## src/rtl/traversal_scheduler_if.sv

```systemverilog
// traversal_scheduler_if: triangle set-up record and scheduler handshake bundle
package traversal_scheduler_pkg;
   typedef struct packed {
      logic [15:0] tri_id;
      logic [15:0] bbox_min_x;
      logic [15:0] bbox_max_x;
      logic [15:0] bbox_min_y;
      logic [15:0] bbox_max_y;
   } triangle_state_t;
endpackage

interface traversal_scheduler_if #(parameter int NUM_UNITS = 4);
   import traversal_scheduler_pkg::*;
   logic                 in_valid;
   triangle_state_t      in_state;
   logic                 in_ready;
   logic                 frame_end;
   logic [NUM_UNITS-1:0] unit_valid;
   triangle_state_t      unit_state;
   logic [NUM_UNITS-1:0] unit_ready;
   logic [NUM_UNITS-1:0] unit_busy;
   logic                 frame_done;
   logic [15:0]          tri_count;
   logic [15:0]          cull_count;
   logic                 busy;
   modport master (output in_valid, in_state, frame_end, unit_ready, unit_busy,
                   input  in_ready, unit_valid, unit_state, frame_done, tri_count, cull_count, busy);
   modport slave  (input  in_valid, in_state, frame_end, unit_ready, unit_busy,
                   output in_ready, unit_valid, unit_state, frame_done, tri_count, cull_count, busy);
endinterface

```

## src/rtl/traversal_scheduler.sv

```systemverilog
// traversal_scheduler: round-robin dispatch of triangles to pixel traversal units with frame drain
module traversal_scheduler
   import traversal_scheduler_pkg::*;
#(
   parameter int NUM_UNITS = 4
) (
   input logic clk,
   input logic rst,
   traversal_scheduler_if.slave bus
);
   localparam int PW = NUM_UNITS > 1 ? $clog2(NUM_UNITS) : 1;

   typedef enum logic [1:0] {RUN, DRAIN, DONE} state_t;

   state_t          state;
   logic            buf_valid;
   triangle_state_t buf_state;
   logic [PW-1:0]   rr_ptr;
   logic [PW-1:0]   sel_idx;
   logic            found;
   logic            dispatch;
   logic            accept;
   logic            degen;
   logic [15:0]     tri_count;
   logic [15:0]     cull_count;

   function automatic logic [PW-1:0] wrap(input int v);
      return PW'(v >= NUM_UNITS ? v - NUM_UNITS : v);
   endfunction

   // first ready unit at or after rr_ptr, wrapping around
   always_comb begin
      found   = 1'b0;
      sel_idx = '0;
      for (int k = 0; k < NUM_UNITS; k++)
         if (!found && bus.unit_ready[wrap(int'(rr_ptr) + k)]) begin
            found   = 1'b1;
            sel_idx = wrap(int'(rr_ptr) + k);
         end
   end

   assign dispatch       = buf_valid && found;
   assign degen          = (bus.in_state.bbox_min_x > bus.in_state.bbox_max_x) ||
                           (bus.in_state.bbox_min_y > bus.in_state.bbox_max_y);
   assign bus.in_ready   = (state == RUN) && (!buf_valid || dispatch);
   assign accept         = bus.in_valid && bus.in_ready;
   assign bus.unit_valid = dispatch ? NUM_UNITS'(1) << sel_idx : '0;
   assign bus.unit_state = buf_state;
   assign bus.frame_done = state == DONE;
   assign bus.tri_count  = tri_count;
   assign bus.cull_count = cull_count;
   assign bus.busy       = !(state == RUN && !buf_valid);

   // buffer, round-robin pointer, saturating counters and frame FSM
   always_ff @(posedge clk) begin
      if (rst) begin
         state      <= RUN;
         buf_valid  <= 1'b0;
         buf_state  <= '0;
         rr_ptr     <= '0;
         tri_count  <= '0;
         cull_count <= '0;
      end else begin
         buf_valid  <= (accept && !degen) ? 1'b1 : dispatch ? 1'b0 : buf_valid;
         buf_state  <= (accept && !degen) ? bus.in_state : buf_state;
         rr_ptr     <= !dispatch ? rr_ptr : (sel_idx == PW'(NUM_UNITS - 1)) ? '0 : sel_idx + PW'(1);
         tri_count  <= (state == DONE) ? '0 : (dispatch && tri_count != 16'hFFFF) ? tri_count + 16'd1 : tri_count;
         cull_count <= (state == DONE) ? '0 : (accept && degen && cull_count != 16'hFFFF) ? cull_count + 16'd1 : cull_count;
         case (state)
            RUN:     state <= bus.frame_end ? DRAIN : RUN;
            DRAIN:   state <= (!buf_valid && bus.unit_busy == '0 && &bus.unit_ready) ? DONE : DRAIN;
            default: state <= RUN;
         endcase
      end
   end
endmodule

```

## src/flat_wrapper.sv

```systemverilog
// flat-port wrapper written by rule: the top's interface ports become plain ports
module traversal_scheduler_flat import traversal_scheduler_pkg::*;
#(
   parameter int NUM_UNITS = 4
)
  (clk, rst, bus_in_valid, bus_in_state, bus_frame_end, bus_unit_ready, bus_unit_busy, bus_in_ready, bus_unit_valid, bus_unit_state, bus_frame_done, bus_tri_count, bus_cull_count, bus_busy);
  traversal_scheduler_if #(.NUM_UNITS(NUM_UNITS)) bus_i ();
  input logic clk;
  input logic rst;
  input wire logic [$bits(bus_i.in_valid)-1:0] bus_in_valid;
  input wire logic [$bits(bus_i.in_state)-1:0] bus_in_state;
  input wire logic [$bits(bus_i.frame_end)-1:0] bus_frame_end;
  input wire logic [$bits(bus_i.unit_ready)-1:0] bus_unit_ready;
  input wire logic [$bits(bus_i.unit_busy)-1:0] bus_unit_busy;
  output wire logic [$bits(bus_i.in_ready)-1:0] bus_in_ready;
  output wire logic [$bits(bus_i.unit_valid)-1:0] bus_unit_valid;
  output wire logic [$bits(bus_i.unit_state)-1:0] bus_unit_state;
  output wire logic [$bits(bus_i.frame_done)-1:0] bus_frame_done;
  output wire logic [$bits(bus_i.tri_count)-1:0] bus_tri_count;
  output wire logic [$bits(bus_i.cull_count)-1:0] bus_cull_count;
  output wire logic [$bits(bus_i.busy)-1:0] bus_busy;
  assign bus_i.in_valid = bus_in_valid;
  assign bus_i.in_state = bus_in_state;
  assign bus_i.frame_end = bus_frame_end;
  assign bus_i.unit_ready = bus_unit_ready;
  assign bus_i.unit_busy = bus_unit_busy;
  assign bus_in_ready = bus_i.in_ready;
  assign bus_unit_valid = bus_i.unit_valid;
  assign bus_unit_state = bus_i.unit_state;
  assign bus_frame_done = bus_i.frame_done;
  assign bus_tri_count = bus_i.tri_count;
  assign bus_cull_count = bus_i.cull_count;
  assign bus_busy = bus_i.busy;
  traversal_scheduler #(.NUM_UNITS(NUM_UNITS)) u_core (.clk(clk), .rst(rst), .bus(bus_i));
endmodule
```

## config.mk

```make
export PLATFORM = sky130hd
export DESIGN_NAME = traversal_scheduler_flat
export DESIGN_NICKNAME = d
export VERILOG_FILES = /design/src/rtl/traversal_scheduler_if.sv /design/src/rtl/traversal_scheduler.sv /design/src/flat_wrapper.sv
export SDC_FILE = /design/constraint.sdc
export NUM_CORES = 1
export LEC_CHECK = 0
export CORE_MARGIN = 2
export CORE_UTILIZATION = 35
export CTS_BUF_LIST = sky130_fd_sc_hd__clkbuf_4 sky130_fd_sc_hd__clkbuf_8 sky130_fd_sc_hd__clkbuf_16
export DETAILED_ROUTE_END_ITERATION = 8
export PLACE_DENSITY_LB_ADDON = 0.1
export SYNTH_ARGS = -nofsm -noshare
export SYNTH_HDL_FRONTEND = slang
export SYNTH_SLANG_ARGS = --single-unit
```

## constraint.sdc

```tcl
create_clock -name clk -period 3.3 [get_ports clk]
set_input_delay 0.495 -clock clk [delete_from_list [all_inputs] [get_ports clk]]
set_output_delay 0.495 -clock clk [all_outputs]
set_load 0.03 [all_outputs]
```

# [Word-level counts from Yosys, hierarchy flattened]
# Index checks and enable logic that the tools add are counted.
[totals] regBits=117 input_bits=92 out_inout_bits=119 wordCells=89
[classes] add_sub_neg=10 n_lt_le_gt_ge=10 eq_ne=5 shift=1 mux=27 n_reduce_logical=26
[ops] cell="$add 16x1->16 const B" n=2
[ops] cell="$gt 16x16->1" n=2
[ops] cell="$ne 16x16->1 const B" n=2
[ops] cell="$mux 2" n=10
[ops] cell="$logic_and 1x1->1" n=13
[ops] cell="$lt 2x3->1 const B" n=4
[ops] cell="$mux 1" n=11
[ops] cell="$ge 3x3->1 const B" n=3
[ops] cell="$bmux 1 s2" n=4
[ops] cell="$sub 2x1->2 const B" n=4
[ops] cell="$add 2x2->3 const B" n=2
[ops] cell="$logic_not 1->1" n=6
[ops] cell="$eq 2x2->1 const B" n=2
[ops] cell="$logic_not 4->1" n=1
[ops] cell="$mux 4" n=1
[ops] cell="$pmux 2 s2" n=1
[ops] cell="$reduce_and 4->1" n=1
[ops] cell="$shl 1x2->4 const A" n=1
[ops] cell="$add 2x1->3 const B" n=1
[ops] cell="$ge 2x3->1 const B" n=1
[ops] cell="$add 2x1->2 const B" n=1
[ops] cell="$eq 2x1->1 const B" n=1
[ops] cell="$logic_not 2->1" n=1
[ops] cell="$logic_or 1x1->1" n=2
[ops] cell="2 further kinds" n=2

# [Logic depth before layout (Yosys ltp)]
[depth] depth_word=20 mapped_depth=11 mapped_depth_nobuf=9

# [Least setup slack after synthesis]
# Ideal clock, no wire load.
[synth_path] kind="input to register" start="in bus_in_state[46]" end="reg u_core.buf_state (netlist bit u_core.bus.unit_state[65])" setup_time_ns=0.128 arrival_time_ns=2.360 required_ns=3.172 setup_slack_ns=0.812 cell_stages=11 path_buffers=2 cell_sequence="inv_1 ha_1 a21oi_1 nand2_1 a221oi_1 a31oi_1 a211oi_1 buf_2 buf_4 mux2i_1 nor2_1"
[synth_between] elab_chain_len=4
[synth_rtl] element="from (decl)" line_no="flat_wrapper.sv:11" source="input wire logic [$bits(bus_i.in_state)-1:0] bus_in_state;"
[synth_rtl] element="$gt 16x16->1" line_no="traversal_scheduler.sv:43" source="assign degen = (bus.in_state.bbox_min_x > bus.in_state.bbox_max_x) ||"
[synth_rtl] element="$logic_or 1x1->1" line_no="traversal_scheduler.sv:43"
[synth_rtl] element="$logic_not 1->1" line_no="traversal_scheduler.sv:65" source="buf_state <= (accept && !degen) ? bus.in_state : buf_state;"
[synth_rtl] element="$logic_and 1x1->1" line_no="traversal_scheduler.sv:65"
[synth_rtl] element="to (signal assigned)" line_no="traversal_scheduler.sv:65"
[synth_rtl] element="to (decl)" line_no="traversal_scheduler.sv:17" source="triangle_state_t buf_state;"
# Every way passes these cells.
# A chain may end at the register's enable or synchronous reset.

# [Final worst setup path]
[layout_path] start="in bus_unit_ready[0]" end="out bus_unit_valid[1]"
[layout_between] elab_chain_len=14 elab_cells_between_ends=25 cone_classes="shift: 1; mux: 17; reduce/logical: 7"
[layout_rtl] element="from (decl)" line_no="flat_wrapper.sv:13" source="input wire logic [$bits(bus_i.unit_ready)-1:0] bus_unit_ready;"
[layout_rtl] element="$bmux 1 s2" line_no="traversal_scheduler.sv:36" source="if (!found && bus.unit_ready[wrap(int'(rr_ptr) + k)]) begin"
[layout_rtl] element="$mux 1 (implied by the code)" line_no="traversal_scheduler.sv:36"
[layout_rtl] element="$mux 1" line_no="traversal_scheduler.sv:36"
[layout_rtl] element="$logic_not 1->1" line_no="traversal_scheduler.sv:36"
[layout_rtl] element="$logic_and 1x1->1" line_no="traversal_scheduler.sv:36"
[layout_rtl] element="$mux 1" line_no="traversal_scheduler.sv:36"
[layout_rtl] element="$logic_not 1->1" line_no="traversal_scheduler.sv:36"
[layout_rtl] element="$logic_and 1x1->1" line_no="traversal_scheduler.sv:36"
[layout_rtl] element="$mux 1" line_no="traversal_scheduler.sv:36"
[layout_rtl] element="$logic_not 1->1" line_no="traversal_scheduler.sv:36"
[layout_rtl] element="$logic_and 1x1->1" line_no="traversal_scheduler.sv:36"
[layout_rtl] element="$mux 2 or $mux 1 (tied branches)" line_no="traversal_scheduler.sv:36"
[layout_rtl] element="$shl 1x2->4 or $logic_and 1x1->1 (tied branches)" line_no="traversal_scheduler.sv:47, traversal_scheduler.sv:42"
[layout_rtl] element="$mux 4 *" line_no="traversal_scheduler.sv:47" source="assign bus.unit_valid = dispatch ? NUM_UNITS'(1) << sel_idx : '0;"
[layout_rtl] element="to (decl)" line_no="flat_wrapper.sv:16" source="output wire logic [$bits(bus_i.unit_valid)-1:0] bus_unit_valid;"
# Every way passes the cells marked *; elsewhere a longest branch is shown, timed or not. The select of a mux whose other input is x is not followed.

==> results_dict.tcl <==
set metrics [dict create \
    status "complete, no violations" \
    power_mw 4.065 \
    grt_pass1_vias 4985 \
    final-max-slew-violation-count 0 \
    whs_endpoint "u_core.state[0]$_SDFF_PP0_" \
    cts_root_buf "clkbuf_16" \
    placementRows 45 \
    cts.repair.resized 0 \
    hp-class "reg -> reg" \
    grt_pass1_wl_um 24850 \
    layout_common_cells "clkdlybuf4s50_1 (209), dfxtp_1 (117), nor2_1 (110)" \
    antenna_cells 0 \
    start_util 0.3610 \
    relSlewSlack 0.3708 \
    io_pins 211 \
    clock_skew_ns 0.007118 \
    synth_edf_count 0 \
    drt-total-wl_um 15390 \
    p_leak_nw 3.360 \
    yosys_warnings 0 \
    timing.hold.ws_ns 0.4804 \
    cts.sinks 117 \
    drc 0 \
    antenna_found_initial 0 \
    drt_first_pass_iters 4 \
    holdPathStages 1 \
    drive_above_1_share 0.07482 \
    area_delta_synth_final_pct 55.96 \
    hold_viol 0 \
    ant_nets 0 \
    syn-mean-instance-area_sq_um 9.154 \
    post_cts_buffers 0 \
    synth_flop_cell "dfxtp_1" \
    die-area_sq_mm 0.01682 \
    critPathRequiredTime_ns 2.80 \
    gp_congestion 0.8608 \
    fp.dieH_um 129.7 \
    vias 4988 \
    synth.distinct_cells 43 \
    cts_buffers 17 \
    htreeDepth 4 \
    r2r_cells 8 \
    nFillCells 1329 \
    ys_seq_area_frac 0.4236 \
    globalRouteTotalUtil 0.1863 \
    powerDensity_mw_per_mm2 471.4 \
    drv_cap 0 \
    die_w_um 129.7 \
    ys_seq_elements 117 \
    r2r_end "u_core.bus.cull_count[13]$_SDFFE_PP0P_" \
    ir_worst_vdd_mv 0.4166 \
    postCtsHoldBufs 0 \
    async_flop_share 0 \
    synth_nets 734 \
    portBuffers 210 \
    drt-wirelength-per-cell_um 14.61 \
    tns_ns 0 \
    cts_buffer_depth 2 \
    cts_tree "yes" \
    fmax_mhz 315.1 \
    utilization 0.5631 \
    first_iter_violations 218 \
    finalCritPeriodShare 0.9618 \
    worst_pin_slew_ns 0.9438 \
    crit_fanout 7 \
    core_area_sq_mm 0.01531 \
    dpl.hpwl_um 11610 \
    setup_violations 0 \
    hp-start "u_core.state[1]$_SDFF_PP0_" \
    critical_path_class "in -> out" \
    clock_latency_ns 0.41 \
    cts.reportedPaths.clkPinSlew_ns 0.05 \
    arrival_ns 2.68 \
    grt_max_degree 88 \
    period_minus_slack_ns 3.174 \
    reg2reg_slack_ns 0.99 \
    layout_commonest_cell "clkdlybuf4s50_1" \
    nets 962 \
    routed_via_density 4.737 \
    reg2reg_from "u_core.state[1]$_SDFF_PP0_" \
    start_kind "input port" \
    end_kind "output port" \
    overflow 0 \
    synthCells 604 \
    synthesis.area_sq_mm 0.005529 \
]
[synthesized netlist by cell type (3+ instances only)]
library cell	count	area, sq um
and4_1	4	35.03
or3_1	14	87.58
nor2b_1	4	25.02
nand2b_1	3	18.77
nor4_1	5	31.28
xor2_1	13	113.9
clkbuf_1	16	60.06
o211ai_1	3	22.52
and2_1	7	43.79
and3_1	10	62.56
or2_1	3	18.77
a21oi_1	29	145.1
o21ai_1	7	35.03
dfxtp_1	117	2342
mux2i_1	85	850.8
ha_1	38	475.5
o21ai_0	11	55.05
nand4_1	14	87.58
nor3_1	3	15.01
inv_1	37	138.9
nor2_1	110	412.9
nand2_1	24	90.09
buf_4	8	60.06
nand3_1	13	65.06
[cell families after synthesis]
| family | share of synthesized area |
|---|---|
| AOI/OAI and AO/OA | 0.07739 |
| xor gates and xnor gates | 0.02376 |
| adders and majority gates | 0.08599 |
| buffers and inverters | 0.04978 |
| DFF | 0.4236 |
| muxes | 0.1539 |
| and+or+nand+nor | 0.1856 |
[report_power, final]
group	leakage (nW)	internal [mW]	switching (mW)
logic	2.11	0.343	0.348
registers	0.949	1.47	0.0325
clock network	0.301	1.26	0.616
total	3.36	3.07	0.997
[flip-flops by register name (all words and copies together), names as in the netlist]
| register | cells |
|---|---|
| u_core.buf_valid | 1 |
| u_core.bus.cull_count | 16 |
| u_core.bus.tri_count | 16 |
| u_core.bus.unit_state | 80 |
| u_core.rr_ptr | 2 |
| u_core.state | 2 |
[final cells by class]
cell class	count	area, sq um	share of cell area
clock buffer	26	536.8	0.06225
tap	211	264.0	0.03062
sequential	117	2342	0.2716
timing repair buffer	235	2347	0.2722
clock inverter	3	65.06	0.007545
multi-input combinational	424	2929	0.3397
inverter	37	138.9	0.01611
[worst max path at each step]
stage / start / to / slack [ns] / cells after the start
floorplan: bus_in_state[46] / u_core.bus.unit_state[65]$_SDFFE_PP0P_ / 0.81 / 11
global placement: bus_in_state[7] / u_core.bus.unit_state[46]$_SDFFE_PP0P_ / 0.02 / 12
detailed placement: bus_in_state[7] / u_core.bus.unit_state[68]$_SDFFE_PP0P_ / -0.06 / 12
CTS: bus_unit_ready[0] / bus_unit_valid[0] / 0.06 / 8
global route: bus_unit_ready[0] / bus_unit_valid[0] / -0.009 / 8
finish: bus_unit_ready[0] / bus_unit_valid[1] / 0.13 / 8
[critical path, cell delays in order]
cell and delay (ns):
clkdlybuf4s50_1 0.61, a21oi_1 0.11, o21a_1 0.18, o22a_1 0.23
inv_1 0.09, ha_1 0.16, and3_1 0.15, clkdlybuf4s50_1 0.67
[metal layers]
layer  wire [um]  up-vias  global-route usage  part of all wire
met2        7094      159              0.3074              0.46
met3        1281       14             0.07267             0.083
met1        6817     2266              0.2244              0.44
met4         195        0             0.05756             0.013
li1            -     2549                   -                 -
met5           0        -                   0                 0
[through the flow]
step,setup WS (ns),instances,cell area (sq um)
4_1_cts,0.06410,1053,8618
3_5_place_dp,-0.06293,1024,8016
5_1_grt,-0.009013,1053,8623
3_3_place_gp,0.01800,1024,8016
2_1_floorplan,0.8123,604,5529
6_report,0.1261,1053,8623
Power figures use the tool's default switching activity.
